`src/rtl/fm_pkg.sv`:
```
// Shared types for the FM hop scheduler: default widths, hop-table entry layout, FSM states.
package fm_pkg;

    localparam int FM_PW      = 24;
    localparam int FM_NENT    = 8;
    localparam int FM_AW      = 3;
    localparam int FM_DWELL_W = 16;

    typedef struct packed {
        logic signed [FM_PW-1:0] carr;
        logic signed [FM_PW-1:0] shift;
        logic [FM_DWELL_W-1:0]   dwell;
    } hop_entry_t;

    typedef enum logic [1:0] {
        ST_IDLE,
        ST_LOAD,
        ST_RUN,
        ST_DONE
    } hop_state_t;

endpackage

```
`src/rtl/fm_hop_table.sv`:
```
// Hop table register file: one synchronous write port, one asynchronous read port.
module fm_hop_table
    import fm_pkg::*;
#(
    parameter int NENT = FM_NENT,
    parameter int AW   = FM_AW
) (
    input  logic            clk,
    input  logic            rst,
    input  logic            i_we,
    input  logic [AW-1:0]   i_waddr,
    input  hop_entry_t      i_wdata,
    input  logic [AW-1:0]   i_raddr,
    output hop_entry_t      o_rdata
);

    hop_entry_t r_mem [NENT];

    // Reset clears every entry so a sequence started straight after reset drives zeros.
    always_ff @(posedge clk) begin
        if (rst) begin
            for (int i = 0; i < NENT; i++) begin
                r_mem[i] <= '0;
            end
        end else if (i_we) begin
            r_mem[i_waddr] <= i_wdata;
        end
    end

    assign o_rdata = r_mem[i_raddr];

endmodule

```
`src/rtl/fm_hop_ctrl.sv`:
```
// Frequency-hopping scheduler: steps through the hop table, holding each entry for its dwell,
// and is the sole driver of the modulator's carrier FCW, deviation FCW and enable.
module fm_hop_ctrl
    import fm_pkg::*;
#(
    parameter int PW      = FM_PW,
    parameter int NENT    = FM_NENT,
    parameter int AW      = FM_AW,
    parameter int DWELL_W = FM_DWELL_W
) (
    input  logic                 clk,
    input  logic                 rst,
    input  logic                 cfg_we,
    input  logic [AW-1:0]        cfg_addr,
    input  logic signed [PW-1:0] cfg_carr,
    input  logic signed [PW-1:0] cfg_shift,
    input  logic [DWELL_W-1:0]   cfg_dwell,
    output logic                 cfg_err,
    input  logic [AW-1:0]        last_idx,
    input  logic                 loop,
    input  logic                 start,
    input  logic                 stop,
    output logic signed [PW-1:0] carr_freq,
    output logic signed [PW-1:0] freq_shift,
    output logic                 mod_en,
    output logic                 busy,
    output logic                 hop_stb,
    output logic [AW-1:0]        cur_idx,
    output logic                 done
);

    hop_state_t             r_state;
    hop_state_t             w_state_nxt;
    logic [AW-1:0]          r_idx;
    logic [AW-1:0]          r_last_idx;
    logic                   r_loop;
    logic [DWELL_W-1:0]     r_cnt;
    logic [DWELL_W-1:0]     r_dwell;
    logic signed [PW-1:0]   r_carr;
    logic signed [PW-1:0]   r_shift;
    logic [AW-1:0]          r_cur_idx;
    logic                   r_hop_stb;
    logic                   r_cfg_err;
    logic                   w_tbl_we;
    logic                   w_dwell_end;
    logic                   w_more;
    logic                   w_active;
    hop_entry_t             w_wdata;
    hop_entry_t             w_rd;

    assign w_active    = (r_state == ST_LOAD) || (r_state == ST_RUN);
    assign w_tbl_we    = cfg_we && !w_active;
    assign w_wdata     = '{carr: cfg_carr, shift: cfg_shift, dwell: cfg_dwell};
    assign w_dwell_end = (r_cnt == r_dwell - DWELL_W'(1));
    assign w_more      = (r_idx < r_last_idx) || r_loop;

    fm_hop_table #(
        .NENT (NENT),
        .AW   (AW)
    ) u_table (
        .clk     (clk),
        .rst     (rst),
        .i_we    (w_tbl_we),
        .i_waddr (cfg_addr),
        .i_wdata (w_wdata),
        .i_raddr (r_idx),
        .o_rdata (w_rd)
    );

    always_ff @(posedge clk) begin
        if (rst) begin
            r_state <= ST_IDLE;
        end else begin
            r_state <= w_state_nxt;
        end
    end

    always_comb begin
        w_state_nxt = r_state;
        mod_en      = 1'b0;
        busy        = 1'b0;
        done        = 1'b0;
        case (r_state)
            ST_IDLE: begin
                if (start && !stop) begin
                    w_state_nxt = ST_LOAD;
                end
            end
            ST_LOAD: begin
                mod_en      = 1'b1;
                busy        = 1'b1;
                w_state_nxt = stop ? ST_IDLE : ST_RUN;
            end
            ST_RUN: begin
                mod_en = 1'b1;
                busy   = 1'b1;
                if (stop) begin
                    w_state_nxt = ST_IDLE;
                end else if (w_dwell_end) begin
                    w_state_nxt = w_more ? ST_LOAD : ST_DONE;
                end
            end
            ST_DONE: begin
                done        = 1'b1;
                w_state_nxt = ST_IDLE;
            end
            default: w_state_nxt = ST_IDLE;
        endcase
    end

    // The LOAD cycle keeps the previous entry on the outputs, so the new one appears
    // together with hop_stb and the carrier never gaps.
    always_ff @(posedge clk) begin
        if (rst) begin
            r_idx      <= '0;
            r_last_idx <= '0;
            r_loop     <= 1'b0;
            r_cnt      <= '0;
            r_dwell    <= '0;
            r_carr     <= '0;
            r_shift    <= '0;
            r_cur_idx  <= '0;
            r_hop_stb  <= 1'b0;
            r_cfg_err  <= 1'b0;
        end else begin
            r_hop_stb <= 1'b0;
            r_cfg_err <= cfg_we && w_active;
            case (r_state)
                ST_IDLE: begin
                    if (start && !stop) begin
                        r_last_idx <= last_idx;
                        r_loop     <= loop;
                        r_idx      <= '0;
                    end
                end
                ST_LOAD: begin
                    if (!stop) begin
                        r_carr    <= w_rd.carr;
                        r_shift   <= w_rd.shift;
                        r_dwell   <= (w_rd.dwell == '0) ? DWELL_W'(1) : w_rd.dwell;
                        r_cur_idx <= r_idx;
                        r_cnt     <= '0;
                        r_hop_stb <= 1'b1;
                    end
                end
                ST_RUN: begin
                    if (!stop) begin
                        r_cnt <= r_cnt + DWELL_W'(1);
                        if (w_dwell_end) begin
                            r_idx <= (r_idx < r_last_idx) ? r_idx + AW'(1) : '0;
                        end
                    end
                end
                default: ;
            endcase
        end
    end

    assign carr_freq  = r_carr;
    assign freq_shift = r_shift;
    assign cur_idx    = r_cur_idx;
    assign hop_stb    = r_hop_stb;
    assign cfg_err    = r_cfg_err;

endmodule

```
`config.mk`:
```
export PLATFORM = sky130hd
export DESIGN_NAME = fm_hop_ctrl
export DESIGN_NICKNAME = d
export VERILOG_FILES = /design/src/rtl/fm_pkg.sv /design/src/rtl/fm_hop_table.sv /design/src/rtl/fm_hop_ctrl.sv
export SDC_FILE = /design/constraint.sdc
export NUM_CORES = 1
export LEC_CHECK = 0
export CAP_MARGIN = 15
export CORE_AREA = 2 2 207 209
export DETAILED_ROUTE_END_ITERATION = 10
export DIE_AREA = 0 0 209 211
export DONT_BUFFER_PORTS = 1
export PLACE_DENSITY = 0.82
export SLEW_MARGIN = 25
export SYNTH_ARGS = -nofsm -noshare
export SYNTH_HDL_FRONTEND = slang
export SYNTH_SLANG_ARGS = --single-unit
```
`constraint.sdc`:
```
create_clock -name clk -period 6.65 [get_ports clk]
set_clock_uncertainty 0.15 [all_clocks]
set_input_delay 1.995 -clock clk [delete_from_list [all_inputs] [get_ports clk]]
set_output_delay 1.995 -clock clk [all_outputs]
set_load 0.1 [all_outputs]
```
==> results of run 1 <==
==> worst max-delay path, stage by stage, from the launching register on <==
cell and delay (ps):
dfxtp_1 350, inv_1 90, ha_2 1010
==> power by group through the flow <==
stage	registers, mW	logic (mW)	clock network (mW)
2_1_floorplan	4.65	0.326	0
4_1_cts	4.60	0.433	3.49
6_report	4.60	0.431	3.47
3_5_place_dp	4.68	0.429	0
3_3_place_gp	4.67	0.414	0
5_1_grt	4.62	0.469	3.63
==> metrics by stage <==
| step | instances | worst slack (ps) | power, mW | instance area (um2) |
|---|---|---|---|---|
| global placement | 2264 | 2140 | 5.08 | 27300 |
| CTS | 2378 | 2390 | 8.53 | 29400 |
| global route | 2378 | 2350 | 8.71 | 29400 |
| detailed placement | 2265 | 2150 | 5.11 | 27400 |
| finish | 2378 | 2430 | 8.50 | 29400 |
| floorplan | 1830 | 2120 | 4.98 | 26900 |
==> layer usage <==
metal / wire length, um / track usage [%] / vias to the layer above
met4: 1520 / 9.19 / 0
met2: 29600 / 45.7 / 597
met3: 4420 / 4.98 / 102
li1: - / - / 6638
met1: 23200 / 36.7 / 7693
met5: 0 / 0 / -
==> flip-flops by register name (all words and copies together), names as in the netlist, named ones only <==
| register | count |
|---|---|
| u_table.r_mem | 512 |
| r_loop | 1 |
| carr_freq | 24 |
| cfg_err | 1 |
| r_last_idx | 3 |
| cur_idx | 3 |
| r_cnt | 16 |
| r_dwell | 16 |
| freq_shift | 24 |
| r_state | 2 |
| hop_stb | 1 |
| r_idx | 3 |
==> path summary, 6_finish.rpt <==
path / startpoint / endpoint / slack [ps] / cells past startpoint
worst min register to register: r_idx[0]$_SDFFE_PP0P_ / cur_idx[0]$_SDFFE_PP0P_ / 360 / 2
worst max register to register: flip-flop / r_dwell[10]$_SDFFE_PP0P_ / 2950 / 8
worst min-delay path: r_idx[0]$_SDFFE_PP0P_ / cur_idx[0]$_SDFFE_PP0P_ / 360 / 2
worst max-delay path: r_state[0]$_SDFFE_PP0P_ / busy / 2430 / 2
==> placed cells by master (no fill, tap or decap), drive strengths merged, types with 9 or more instances in the layout <==
cell,n
and2,512
edfxtp,512
mux4,128
dfxtp,97
clkbuf,94
nor2,87
mux2i,64
a211oi,51
nand2,36
o21ai,28
buf,22
inv,17
a21oi,14
xnor2,14
nor4,13
nand2b,12
nor3,12
or2,12
xor2,11
nand4,11
clkinv,10
ha,9
==> final cells by class <==
type | instances | area, um2
fill | 2598 | 12300
multi-input combinational | 1080 | 9120
clock buffer | 94 | 1890
inverter | 15 | 56.3
clock inverter | 19 | 174
timing repair buffer | 22 | 178
sequential | 609 | 17300
tap | 539 | 674
==> kinds of logic after synthesis <==
kind of cell               synth area share (%)
AOI/OAI and AO/OA                          2.82
and+or+nand+nor                            16.1
buffers and inverters                      2.06
DFF                                        64.3
muxes                                      13.3
xor gates and xnor gates                  0.902
adders and majority gates                 0.418
==> impl_metrics.ini, run 1 <==
[outcome]
outcome = finished clean

[power_and_ir_drop]
netSwitchingFraction_pct = 23.6
p_seq_share_pct = 54.1
pwr-share-comb_pct = 5.1
vdd_drop_max_v = 0.000236
p_int_mw = 6.50
p_clk_share_pct = 40.8
power_density_nw_per_um2 = 289
p_leak_nw = 10.3
switchingPower_mw = 2.00

[placed_design]
post-dp-hpwl_um = 32200
gp_routability_congestion = 0.827
portBuffers = 0

[clocking]
clock-sinks = 609
clockRootBuffer = clkbuf_16
clock_path_buffers = 3
clock_latency_ps = 620
hold_buffers = 0
cts_tree = built
clk_pin_slew_ps = 60
htreeDepth = 2
cts_made_buffers = 60
cts_resized = 0
postCtsSetupBuffers = 0

[logic_synthesis]
ys_seq_area_share_pct = 64.3
yosys_warnings = 0
synth_fp_nets = 1915
synth_edf_count = 512
synth_top_area_share_pct = 57.1
async_flop_share_pct = 0
yosys_most_used_dff = edfxtp_1
synth_top_area_cell = edfxtp_1
netlist_top_cells_count = and2_1, edfxtp_1, mux4_2
ys_ff_latch = 609
synthTopCellsByArea = edfxtp_1, and2_1, mux4_2
synth_area_per_cell_um2 = 14.7
syn_inst = 1830
synth.cell_area_um2 = 26900
synth.distinct_cells = 61

[timing]
holdWs_ps = 359
worst_pin_slew_ps = 1020
slew_headroom_pct = 32.1
slew_violations = 0
fmax_ghz = 0.237
rsz0062_at_grt = no
fin_tns_setup_ps = 0
finalSetupViolations = 0
hold_violations = 0
fin_crit_sh_pct = 63.5
period_minus_slack_ps = 4220

[critical_path]
cp_data_required_time_ps = 4510
cp.arrival_ps = 2080
crit_path_end_kind = output port
start_kind = flip-flop
worstPathMaxFanout = 5
critPathKind = reg -> out

[floorplan]
dieArea_um2 = 44100
ios = 132
die_w_um = 209
core_um2 = 41800
fp.dieH_um = 211
rows = 75
initial_utilization_pct = 64.4

[job]
cap_violations = 0

[route]
wl_per_cell_um = 24.7
drt_first_pass_iters = 5
drtIter0Drc = 1476
ant_nets = 0
via_count = 15000
drc = 0
vias_per_cell = 6.32
drt_wl_total_um = 58800

[layout]
drive_above_1_share_pct = 15.4
antenna_cells = 0
num-nets-final = 1873
final_util_pct = 70.5
area_delta_synth_final_pct = 9.33

[grt]
grt.overflow.total = 0
grt_use_total_pct = 27.3
grt_pass1_vias = 15500
grt_max_degree = 85
antenna_found_initial = 0
grt_pass1_wl_um = 90700

[hold_path]
hp-class = reg -> reg
No activity file was read; power rests on OpenSTA's default activity.
==> run 2, diff against run 1 <==
--- a/config.mk
+++ b/config.mk
@@ -6,11 +6,11 @@
 export NUM_CORES = 1
 export LEC_CHECK = 0
 export CAP_MARGIN = 15
-export CORE_AREA = 2 2 207 209
+export CORE_AREA = 2 2 209 211
 export DETAILED_ROUTE_END_ITERATION = 10
-export DIE_AREA = 0 0 209 211
+export DIE_AREA = 0 0 211 213
 export DONT_BUFFER_PORTS = 1
-export PLACE_DENSITY = 0.82
+export PLACE_DENSITY = 0.81
 export SLEW_MARGIN = 25
 export SYNTH_ARGS = -nofsm -noshare
 export SYNTH_HDL_FRONTEND = slang
==> constraint.sdc (replaced) <==
create_clock -name clk -period 3.9 [get_ports clk]
set_clock_uncertainty 0.15 [all_clocks]
set_input_delay 1.17 -clock clk [delete_from_list [all_inputs] [get_ports clk]]
set_output_delay 1.17 -clock clk [all_outputs]
set_load 0.1 [all_outputs]
==> run 2 against run 1 <==
  * Register-to-register slack worse by 2100 ps
  * Critical path depth increased by 1
  * Clock power up 57%
  * Sequential share of layout area fell by 0.21 points
  * Die area is 1.9% higher
==> impl_metrics.ini, run 2 (synthesis results as in run 1) <==
[outcome]
outcome = finished clean

[clocking]
cts_made_buffers = 59
htreeDepth = 2
clock_latency_ps = 640
cts_resized = 0
postCtsSetupBuffers = 0
clk_pin_slew_ps = 60
clock-sinks = 609
hold_buffers = 0
clockRootBuffer = clkbuf_16
clock_path_buffers = 3
cts_tree = built

[layout]
num-nets-final = 1891
finalInstanceArea_um2 = 29500
largest_register = u_table.r_mem
final_cell_mix = and2_1, edfxtp_1, mux4_2
drive_above_1_share_pct = 15.5
largest_reg_flops = 512
area_delta_synth_final_pct = 9.72
final_util_pct = 69.2

[critical_path]
cp.arrival_ps = 2220
reg2reg_slack_ps = 820
max_stage_delay_ps = 740
r2r_cells = 8
crit_end = busy
cp_slowest_cell = ha_2
cp_data_required_time_ps = 2580
worstReg2RegEnd = r_dwell[14]$_SDFFE_PP0P_
worstPathMaxFanout = 4
crit_path_end_kind = output port
start_kind = flip-flop
cp-startpoint = r_state[1]$_SDFFE_PP0P_
critPathKind = reg -> out
worstPathCellList = inv_1 -> ha_2 -> buf_4

[route]
drt_first_pass_iters = 5
drtIter0Drc = 1433
via_count = 15100
wl_per_cell_um = 24.7
vias_per_cell = 6.28
ant_nets = 0
drt_wl_total_um = 59500
drc = 0

[power_and_ir_drop]
p_leak_nw = 10.3
vdd_drop_max_v = 0.000392
power_density_nw_per_um2 = 477

[floorplan]
rows = 76
fp.dieH_um = 213
core_um2 = 42700
initial_utilization_pct = 63.0
die_w_um = 211
ios = 132
dieArea_um2 = 44900

[grt]
grt_max_degree = 85
grt_pass1_wl_um = 91000
grt.overflow.total = 0
grt_pass1_vias = 15700
antenna_found_initial = 0
grt_use_total_pct = 27.2

[timing]
fin_crit_sh_pct = 90.7
slew_violations = 0
setup_slack_ps = 361
slew_headroom_pct = 31.0
worst_pin_slew_ps = 1030
fmax_ghz = 0.283
rsz0062_at_grt = no
finalSetupViolations = 0
period_minus_slack_ps = 3540
fin_tns_setup_ps = 0
hold_violations = 0

[placed_design]
post-dp-hpwl_um = 34600
gp_routability_congestion = 0.849
dp_slack_ps = 682
placed_area_um2 = 27700
portBuffers = 0

[job]
cap_violations = 0

[hold_path]
hp-class = reg -> reg
-- run 2: where the power goes --
group	internal [mW]	switching, mW	total (mW)
Combinational	0.294	0.483	0.777
Clock	3.03	2.42	5.45
Sequential	7.35	0.492	7.84
Total	10.7	3.39	14.1
-- run 2: metal layers --
layer | wire length, um | vias up | global-route usage (%) | share of wire, %
met1 | 23600 | 7733 | 35.8 | 40
li1 | - | 6684 | - | -
met5 | 0 | - | 0 | 0
met4 | 1530 | 0 | 8.94 | 2.6
met2 | 29600 | 578 | 46.2 | 50
met3 | 4760 | 121 | 5.22 | 8.0
-- run 2: how the worst min path moves through the flow --
| stage | from | endpoint | depth (start not counted) | slack (ps) |
|---|---|---|---|---|
| 2_1_floorplan | r_idx[2]$_SDFFE_PP0P_ | cur_idx[2]$_SDFFE_PP0P_ | 2 | 310 |
| 3_3_place_gp | r_idx[2]$_SDFFE_PP0P_ | cur_idx[2]$_SDFFE_PP0P_ | 2 | 330 |
| 3_5_place_dp | r_idx[1]$_SDFFE_PP0P_ | cur_idx[1]$_SDFFE_PP0P_ | 2 | 340 |
| 4_1_cts | r_idx[1]$_SDFFE_PP0P_ | cur_idx[1]$_SDFFE_PP0P_ | 2 | 350 |
| 5_1_grt | r_idx[2]$_SDFFE_PP0P_ | cur_idx[2]$_SDFFE_PP0P_ | 2 | 390 |
| 6_report | r_idx[1]$_SDFFE_PP0P_ | cur_idx[1]$_SDFFE_PP0P_ | 2 | 350 |
-- run 2: critical path: cells and delay by family (launching register included) --
kind | cells | cell delay, ps
DFF | 1 | 360
buffers and inverters | 2 | 500
adders and majority gates | 1 | 740
-- run 2: cell type report --
| cell class | instances | area, um2 |
|---|---|---|
| clock buffers | 90 | 1670 |
| multi-input cells | 1080 | 9120 |
| inverters | 15 | 56.3 |
| well taps | 546 | 683 |
| repair buffers | 41 | 483 |
| fillers | 2670 | 13200 |
| diodes | 3 | 7.51 |
| flip-flops and latches | 609 | 17300 |
| clock inverters | 22 | 171 |
-- run 2: metrics by stage --
step	std cells	hold slack, ps	power (mW)
2_1_floorplan	1830	313	8.49
5_1_grt	2403	386	14.4
3_3_place_gp	2291	334	8.70
4_1_cts	2403	348	14.1
6_report	2406	351	14.1
3_5_place_dp	2291	337	8.75
